--- src/rtl/uart_fifo_tx_if.sv ---
// FIFO read-side and serial-line signals of uart_fifo_tx.
// master: transmitter side, slave: FIFO/pin side.
interface uart_fifo_tx_if #(
  parameter int unsigned SIZE = 7
);
  logic          enable;
  logic [SIZE:0] fifoData;
  logic          fifoEmpty;
  logic          fifoGet;
  logic          txd;
  logic          busy;

  modport master (
    input  enable,
    input  fifoData,
    input  fifoEmpty,
    output fifoGet,
    output txd,
    output busy
  );

  modport slave (
    output enable,
    output fifoData,
    output fifoEmpty,
    input  fifoGet,
    input  txd,
    input  busy
  );
endinterface

--- src/rtl/uart_fifo_tx.sv ---
// UART transmitter draining a byte FIFO: 8N1 frames, or 8E1 when UART_TX_PARITY_EN is defined.
// All outputs are registered from next-state values, so no input reaches an output combinationally.
module uart_fifo_tx #(
  parameter int unsigned CLKS_PER_BIT = 434,
  parameter int unsigned SIZE         = 7
) (
  input  logic           clk,
  input  logic           reset,
  uart_fifo_tx_if.master bus
);
  localparam int unsigned CntW = $clog2(CLKS_PER_BIT);
  localparam int unsigned IdxW = (SIZE > 0) ? $clog2(SIZE + 1) : 1;
  localparam logic [CntW-1:0] CntLast = CntW'(CLKS_PER_BIT - 1);
  localparam logic [IdxW-1:0] IdxLast = IdxW'(SIZE);

  typedef enum logic [2:0] {
    StIdle,
    StGet,
    StLatch,
    StStart,
    StData,
`ifdef UART_TX_PARITY_EN
    StParity,
`endif
    StStop
  } state_e;

  state_e        state_q, state_d;
  logic [CntW-1:0] cnt_q, cnt_d;
  logic [IdxW-1:0] idx_q, idx_d;
  logic [SIZE:0]   shift_q, shift_d;
  logic            txd_q, txd_d;
  logic            get_q, get_d;
  logic            busy_q, busy_d;
  logic            bit_end;
  logic            timed;
`ifdef UART_TX_PARITY_EN
  logic            parity_q, parity_d;
`endif

  always_comb begin
    state_d = state_q;
    idx_d   = idx_q;
    shift_d = shift_q;
`ifdef UART_TX_PARITY_EN
    parity_d = parity_q;
`endif
    bit_end = (cnt_q == CntLast);
    timed   = (state_q != StIdle) && (state_q != StGet) && (state_q != StLatch);

    case (state_q)
      StIdle:  if (bus.enable && !bus.fifoEmpty) state_d = StGet;
      StGet:   state_d = StLatch;
      StLatch: begin
        shift_d = bus.fifoData;
`ifdef UART_TX_PARITY_EN
        parity_d = 1'b0;
`endif
        state_d = StStart;
      end
      StStart: begin
        if (bit_end) begin
          idx_d   = '0;
          state_d = StData;
        end
      end
      StData: begin
        if (bit_end) begin
          shift_d = shift_q >> 1;
`ifdef UART_TX_PARITY_EN
          parity_d = parity_q ^ shift_q[0];
`endif
          if (idx_q == IdxLast) begin
`ifdef UART_TX_PARITY_EN
            state_d = StParity;
`else
            state_d = StStop;
`endif
          end else begin
            idx_d = idx_q + 1'b1;
          end
        end
      end
`ifdef UART_TX_PARITY_EN
      StParity: if (bit_end) state_d = StStop;
`endif
      StStop:  if (bit_end) state_d = StIdle;
      default: state_d = StIdle;
    endcase

    // Every bit boundary and every state entry restarts the baud count at zero.
    cnt_d = (timed && !bit_end) ? cnt_q + 1'b1 : '0;

    case (state_d)
      StStart:  txd_d = 1'b0;
      StData:   txd_d = shift_d[0];
`ifdef UART_TX_PARITY_EN
      StParity: txd_d = parity_d;
`endif
      default:  txd_d = 1'b1;
    endcase
    get_d  = (state_d == StGet);
    busy_d = (state_d != StIdle);
  end

  always_ff @(posedge clk) begin
    if (reset) begin
      state_q <= StIdle;
      cnt_q   <= '0;
      idx_q   <= '0;
      shift_q <= '0;
      txd_q   <= 1'b1;
      get_q   <= 1'b0;
      busy_q  <= 1'b0;
`ifdef UART_TX_PARITY_EN
      parity_q <= 1'b0;
`endif
    end else begin
      state_q <= state_d;
      cnt_q   <= cnt_d;
      idx_q   <= idx_d;
      shift_q <= shift_d;
      txd_q   <= txd_d;
      get_q   <= get_d;
      busy_q  <= busy_d;
`ifdef UART_TX_PARITY_EN
      parity_q <= parity_d;
`endif
    end
  end

  assign bus.txd     = txd_q;
  assign bus.fifoGet = get_q;
  assign bus.busy    = busy_q;
endmodule

--- src/flat_wrapper.sv ---
// flat-port wrapper written by rule: the top's interface ports become plain ports
module uart_fifo_tx_flat 
#(
  parameter int unsigned CLKS_PER_BIT = 434,
  parameter int unsigned SIZE         = 7
)
  (clk, reset, bus_enable, bus_fifoData, bus_fifoEmpty, bus_fifoGet, bus_txd, bus_busy);
  uart_fifo_tx_if #(.SIZE(SIZE)) bus_i ();
  input  logic clk;
  input  logic reset;
  input wire logic [$bits(bus_i.enable)-1:0] bus_enable;
  input wire logic [$bits(bus_i.fifoData)-1:0] bus_fifoData;
  input wire logic [$bits(bus_i.fifoEmpty)-1:0] bus_fifoEmpty;
  output wire logic [$bits(bus_i.fifoGet)-1:0] bus_fifoGet;
  output wire logic [$bits(bus_i.txd)-1:0] bus_txd;
  output wire logic [$bits(bus_i.busy)-1:0] bus_busy;
  assign bus_i.enable = bus_enable;
  assign bus_i.fifoData = bus_fifoData;
  assign bus_i.fifoEmpty = bus_fifoEmpty;
  assign bus_fifoGet = bus_i.fifoGet;
  assign bus_txd = bus_i.txd;
  assign bus_busy = bus_i.busy;
  uart_fifo_tx #(.CLKS_PER_BIT(CLKS_PER_BIT), .SIZE(SIZE)) u_core (.clk(clk), .reset(reset), .bus(bus_i));
endmodule
--- config.mk ---
export PLATFORM = sky130hd
export DESIGN_NAME = uart_fifo_tx_flat
export DESIGN_NICKNAME = d
export VERILOG_FILES = /design/src/rtl/uart_fifo_tx_if.sv /design/src/rtl/uart_fifo_tx.sv /design/src/flat_wrapper.sv
export SDC_FILE = /design/constraint.sdc
export NUM_CORES = 1
export LEC_CHECK = 0
export CAP_MARGIN = 20
export CORE_MARGIN = 2
export CORE_UTILIZATION = 65
export CTS_BUF_LIST = sky130_fd_sc_hd__clkbuf_16
export CTS_CLUSTER_DIAMETER = 40
export DETAILED_ROUTE_END_ITERATION = 7
export DONT_BUFFER_PORTS = 1
export PLACE_DENSITY = 0.81
export SYNTH_ARGS = -nofsm -noshare
export SYNTH_HDL_FRONTEND = slang
export SYNTH_SLANG_ARGS = --single-unit
--- constraint.sdc ---
create_clock -name clk -period 4.37 [get_ports clk]
set_input_delay 0.437 -clock clk [delete_from_list [all_inputs] [get_ports clk]]
set_output_delay 0.437 -clock clk [all_outputs]
set_load 0.05 [all_outputs]
==> results_dict.tcl, run 1 <==
set metrics [dict create \
    ys_top_cells_by_area "dfxtp_1, a21oi_1, nand3_1, a22oi_1, ha_1" \
    skew_ns 0.00388 \
    dpl.hpwl_mm 1.64 \
    ys_ff_latch 26 \
    globalRouteOverflowTotal 0 \
    crit_type "flop to flop" \
    power_density_mw_per_mm2 369 \
    core-area_mm2 0.00175 \
    fmax_mhz 527 \
    power.leakage_nw 0.433 \
    die_area_mm2 0.00226 \
    clk_pin_slew_ns 0.06 \
    ys_async_sr_fraction_pct 0 \
    port_buffers 0 \
    h-tree-depth 1 \
    rsz0062_at_grt "no" \
    synth_edf_count 0 \
    syn_area_per_cell_um2 9.19 \
    initial_core_util_pct 70.5 \
    synth_nets 150 \
    grt_pass1_wl_mm 3.77 \
    holdWs_ns 0.240 \
    syn_to_final_growth_pct 4.98 \
    synth_area_mm2 0.00123 \
    fin_ws_ns 2.47 \
    clk_path_buf_depth 2 \
    drv_slew 0 \
    drv_cap 0 \
    status "complete, no violations" \
    rr_worst_depth 5 \
    n_antenna_cell 0 \
    synthCells 134 \
    post_cts_buffers 0 \
    ant_nets 0 \
    drt_iter0_markers 15 \
    antenna_found_initial 0 \
    clk_latency_ns 0.25 \
    cp-end-kind "flop" \
    synth_flop_cell "dfxtp_1" \
    synth_top_area_share_pct 42.3 \
    pre_cts_ws_ns 2.47 \
    final_layout_size_suffix_gt1_share_pct 9.38 \
    remaining_drc_errors 0 \
    reg2reg_from "u_core.cnt_q[0]" \
    crit_arrival_ns 2.05 \
    fin_util_pct 74.1 \
    cp_data_required_time_ns 4.53 \
    finish.net_count 146 \
    finalHoldViolCount 0 \
    ctsHoldBuffers 0 \
    placed_area_mm2 0.00122 \
    via_per_inst 6.44 \
    yosysMostFrequentCell "dfxtp_1" \
    ys_top_cells_by_count "dfxtp_1, a21oi_1, nor2_1" \
    routed_wl_mm 2.39 \
    cp-start-kind "flop" \
    cts_sinks 26 \
    gp_congestion 0.771 \
    cts_resized 0 \
    tns_ns 0 \
    min_path_type "input pin to flop" \
    worst_pin_slew_ns 0.533 \
    avgRoutedWirePerCell_um 15.6 \
    critPathLaunch "u_core.cnt_q[0]" \
    yosysWarningCount 0 \
    critPathMaxFanout 7 \
    vias 986 \
    synth_cell_types 41 \
    rows 15 \
    setup_viol 0 \
    io_pins 15 \
    rr_endpoint "u_core.bus.fifoGet" \
    relSlewSlack_pct 64.0 \
    synth_top_cell_by_area "dfxtp_1" \
    reg2reg_slack_ns 2.47 \
    cts_root_buf "clkbuf_16" \
    tritoncts.num_buffers 3 \
    drtPass1Iterations 4 \
    grt_usage_pct 24.0 \
    fin_crit_ns 1.90 \
    crit_end "u_core.bus.fifoGet" \
    cts_tree "done" \
    grt_pass1_vias 880 \
    max-vdd-ir-drop_uv 256 \
    die_h_um 47.5 \
    synth-seq-area-share_pct 42.3 \
    fp.dieW_um 47.5 \
    grt_max_degree 18 \
    post-route-period-util_pct 43.4 \
    final_cell_area_mm2 0.00129 \
]
==> routing by layer <==
layer | share of wire, % | track usage (%) | up-vias | routed length (um)
li1 | - | - | 480 | -
met1 | 42 | 26.0 | 480 | 1010
met2 | 52 | 44.1 | 24 | 1250
met3 | 4.4 | 6.04 | 2 | 105
met4 | 0.75 | 9.44 | 0 | 18
met5 | 0 | 0 | - | 0
==> cell families (layout without fill, tap and decap cells) <==
group	count (synthesis)	after routing	share of synthesized area, %
flops	26	26	42.3
fa+ha+maj	4	4	4.07
xor+xnor	7	7	4.98
buf+inv	11	5	4.27
simple gates	53	53	25.8
compound gates	33	33	18.6
==> cell usage in the layout, fill, tap and decap left out, drive strengths merged, types with 2 or more instances in the layout <==
| cell type | netlist | layout |
|---|---|---|
| a21oi | 14 | 14 |
| a22oi | 8 | 8 |
| and2 | 2 | 2 |
| and3 | 2 | 2 |
| clkbuf | 5 | 3 |
| dfxtp | 26 | 26 |
| ha | 4 | 4 |
| inv | 2 | 2 |
| nand2 | 6 | 6 |
| nand3 | 13 | 13 |
| nand3b | 2 | 2 |
| nor2 | 13 | 13 |
| nor2b | 2 | 2 |
| nor3b | 2 | 2 |
| o2111ai | 2 | 2 |
| or3 | 2 | 2 |
| xnor2 | 4 | 4 |
| xor2 | 3 | 3 |
==> state kept, by name, indices dropped and copies added, names as in the netlist <==
register / count
u_core.cnt_q: 9
u_core.state_q: 3
u_core.shift_q: 8
u_core.bus.txd: 1
u_core.bus.busy: 1
u_core.idx_q: 3
u_core.bus.fifoGet: 1
==> worst max-delay path, cell delays in order (launching register included) <==
cell       delay [ns]
dfxtp_1          0.39
ha_1             0.16
and4b_1          0.33
nand3_2          0.14
a2111o_1         0.46
a2111oi_2        0.33
==> stage by stage <==
stage | std cells | power [W]
floorplan | 134 | 0.000286
global placement | 150 | 0.000286
detailed placement | 150 | 0.000288
CTS | 153 | 0.000480
global route | 153 | 0.000493
finish | 153 | 0.000477
==> where the power goes <==
group          internal [W]  switching, W  leakage, nW
logic             0.0000113     0.0000119        0.185
clock network      0.000121     0.0000734       0.0370
registers          0.000245     0.0000152        0.211
==> layout make-up <==
class	count	area [um2]
Clock buffer	3	75.1
Fill cell	132	453
Inverter	2	7.51
Multi-Input combinational cell	97	658
Sequential cell	26	520
Tap cell	25	31.3
==> worst min path at each step <==
stage                             end  cells after the start       startpoint  slack [ns]
CTS                   u_core.idx_q[2]                      1            reset        0.24
global route        u_core.shift_q[7]                      1            reset        0.23
floorplan             u_core.idx_q[1]                      2  u_core.idx_q[1]        0.44
detailed placement    u_core.idx_q[1]                      2  u_core.idx_q[1]        0.45
finish              u_core.shift_q[6]                      1            reset        0.24
global placement      u_core.idx_q[2]                      2  u_core.idx_q[2]        0.44
Power figures use the tool's default switching activity.
==> inputs of run 2 (changes only) <==
CORE_UTILIZATION = 54   (was 65)
PLACE_DENSITY = 0.72   (was 0.81)
clock period = 1.74 ns   (was 4.37 ns; I/O delays follow)
==> run 2 against run 1 <==
  * Clock-buffer cell count stayed put
  * First-iteration DRC count up 73%
  * Maximum frequency increased by 11%
  * Total power rose to 2.9 times the previous value
  * Clock skew fell by 0.0011 ns
  * Setup slack worse by 2.4 ns
  * Worst hold slack got worse by 0.19 ns
  * Global-route usage decreased by 3.7 points
  * Sequential cell count did not move
  * Cell count increased by 12%
  * Register-to-register slack worse by 2.4 ns
  * Sequential power rose by 150%
==> results_dict.tcl, run 2 (same netlist as run 1, synthesis figures left out) <==
set metrics [dict create \
    status "complete, no violations" \
    cts_root_buf "clkbuf_16" \
    drtPass1Iterations 4 \
    io_pins 15 \
    vias 1013 \
    final_layout_size_suffix_gt1_share_pct 22.2 \
    grt_pass1_vias 950 \
    p_sw_share_pct 20.1 \
    pwr-share-clk_pct 47.6 \
    fmax_mhz 586 \
    h-tree-depth 1 \
    drt_iter0_markers 26 \
    fin_crit_ns 1.71 \
    reg.largest.list "u_core.cnt_q x9, u_core.shift_q x8" \
    n_antenna_cell 0 \
    routed_wl_mm 2.42 \
    pwr-share-seq_pct 46.7 \
    p_switching_w 0.000280 \
    cp-end-kind "flop" \
    p_int_w 0.00111 \
    dpl.hpwl_mm 1.69 \
    finish.net_count 161 \
    avgRoutedWirePerCell_um 14.1 \
    via_per_inst 5.89 \
    cp-start-kind "flop" \
    grt_max_degree 16 \
    drv_slew 0 \
    die_area_mm2 0.00268 \
    post-route-period-util_pct 98.1 \
    crit_arrival_ns 1.87 \
    max_flop_register "u_core.cnt_q" \
    rows 17 \
    placed_area_mm2 0.00132 \
    final_common_cell "dfxtp_1" \
    final_cell_area_mm2 0.00147 \
    relSlewSlack_pct 68.4 \
    fp.dieW_um 51.8 \
    power_density_mw_per_mm2 944 \
    globalRouteOverflowTotal 0 \
    p_comb_share_pct 5.7 \
    min_path_type "input pin to flop" \
    die_h_um 51.8 \
    skew_ns 0.00280 \
    crit_chain "inv_1, ha_1, and4b_2, and3_4, a2111o_1, a2111oi_4" \
    highest_layer "met4" \
    grt_pass1_wl_mm 4.10 \
    grt_usage_pct 20.3 \
    cts_tree "done" \
    worst_path_largest_cell_delay_ns 0.44 \
    holdWs_ns 0.0466 \
    setup_viol 0 \
    critPathMaxFanout 5 \
    cts_sinks 26 \
    port_buffers 0 \
    syn_to_final_growth_pct 19.6 \
    wl_met3_um 57 \
    gp_congestion 0.831 \
    tns_ns 0 \
    ant_nets 0 \
    core-area_mm2 0.00219 \
    mostFrequentLayoutCells "dfxtp_1, a21oi_1, buf_4" \
    remaining_drc_errors 0 \
    clk_pin_slew_ns 0.06 \
    clk_path_buf_depth 2 \
    tritoncts.num_buffers 3 \
    fin_util_pct 67.2 \
    worst_pin_slew_ns 0.472 \
    fillers 184 \
    initial_core_util_pct 56.2 \
    cp_data_required_time_ns 1.90 \
    crit_slowest_cell "a2111o_1" \
    power.leakage_nw 0.531 \
    max-vdd-ir-drop_uv 594 \
    clk_latency_ns 0.26 \
    dr_wl_met2_mm 1.23 \
    largest_reg_flops 9 \
    met1_length_mm 1.12 \
    drv_cap 0 \
    finalHoldViolCount 0 \
    antenna_found_initial 0 \
    crit_type "flop to flop" \
]
==> run 2: final timing paths <==
check                       start                 end  slack (ns)  cells after the start
setup / recovery  u_core.cnt_q[1]  u_core.bus.fifoGet        0.03                      6
hold / removal    bus_fifoData[7]   u_core.shift_q[7]        0.05                      2
setup reg to reg  u_core.cnt_q[1]  u_core.bus.fifoGet        0.03                      6
hold reg to reg   u_core.idx_q[2]     u_core.idx_q[2]        0.47                      2
==> run 2: through the flow <==
step | setup slack [ns] | instances | total power, W
2_1_floorplan | 0.00771 | 134 | 0.000718
3_3_place_gp | 0.0295 | 166 | 0.000728
3_5_place_dp | -0.0322 | 166 | 0.000730
4_1_cts | 0.00918 | 171 | 0.00140
5_1_grt | -0.0267 | 172 | 0.00144
6_report | 0.0323 | 172 | 0.00139
==> run 2: what timing repair did <==
item                                    4_1_cts  5_1_grt
setup buffers                                 0        1
endpoints found under the setup margin        1       17
hold endpoints to repair                     13        0
hold buffers                                  1        0
resized for setup                             1        5
gates cloned                                  0        0
pin swaps                                     2        3
==> run 2: layer usage <==
metal | global-route usage [%] | vias up
li1 | - | 512
met1 | 24.6 | 485
met5 | 0 | -
met2 | 35.9 | 14
met4 | 9.65 | 0
met3 | 2.01 | 2
==> run 2: worst max-delay path: cells and delay by family, from the launching register on <==
kind	cells	cell delay, ns
AOI/OAI and AO/OA	2	0.65
adders and majority gates	1	0.16
buffers and inverters	1	0.04
DFF	1	0.32
and+or+nand+nor	2	0.45
==> run 2: power by group through the flow <==
stage               sequential, W  clock, W  combinational [W]
floorplan                0.000654         0          0.0000634
global placement         0.000661         0          0.0000674
detailed placement       0.000661         0          0.0000690
CTS                      0.000648  0.000672          0.0000754
global route             0.000650  0.000704          0.0000889
finish                   0.000649  0.000662          0.0000794
==> run 2: final cells by class <==
| class | instances | area [um2] | share of cell area, % |
|---|---|---|---|
| timing repair buffer | 15 | 115 | 7.82 |
| clock buffer | 3 | 75.1 | 5.10 |
| clock inverter | 1 | 30.0 | 2.04 |
| inverter | 2 | 7.51 | 0.510 |
| tap | 28 | 35.0 | 2.38 |
| sequential | 26 | 522 | 35.4 |
| multi-input combinational | 97 | 688 | 46.7 |
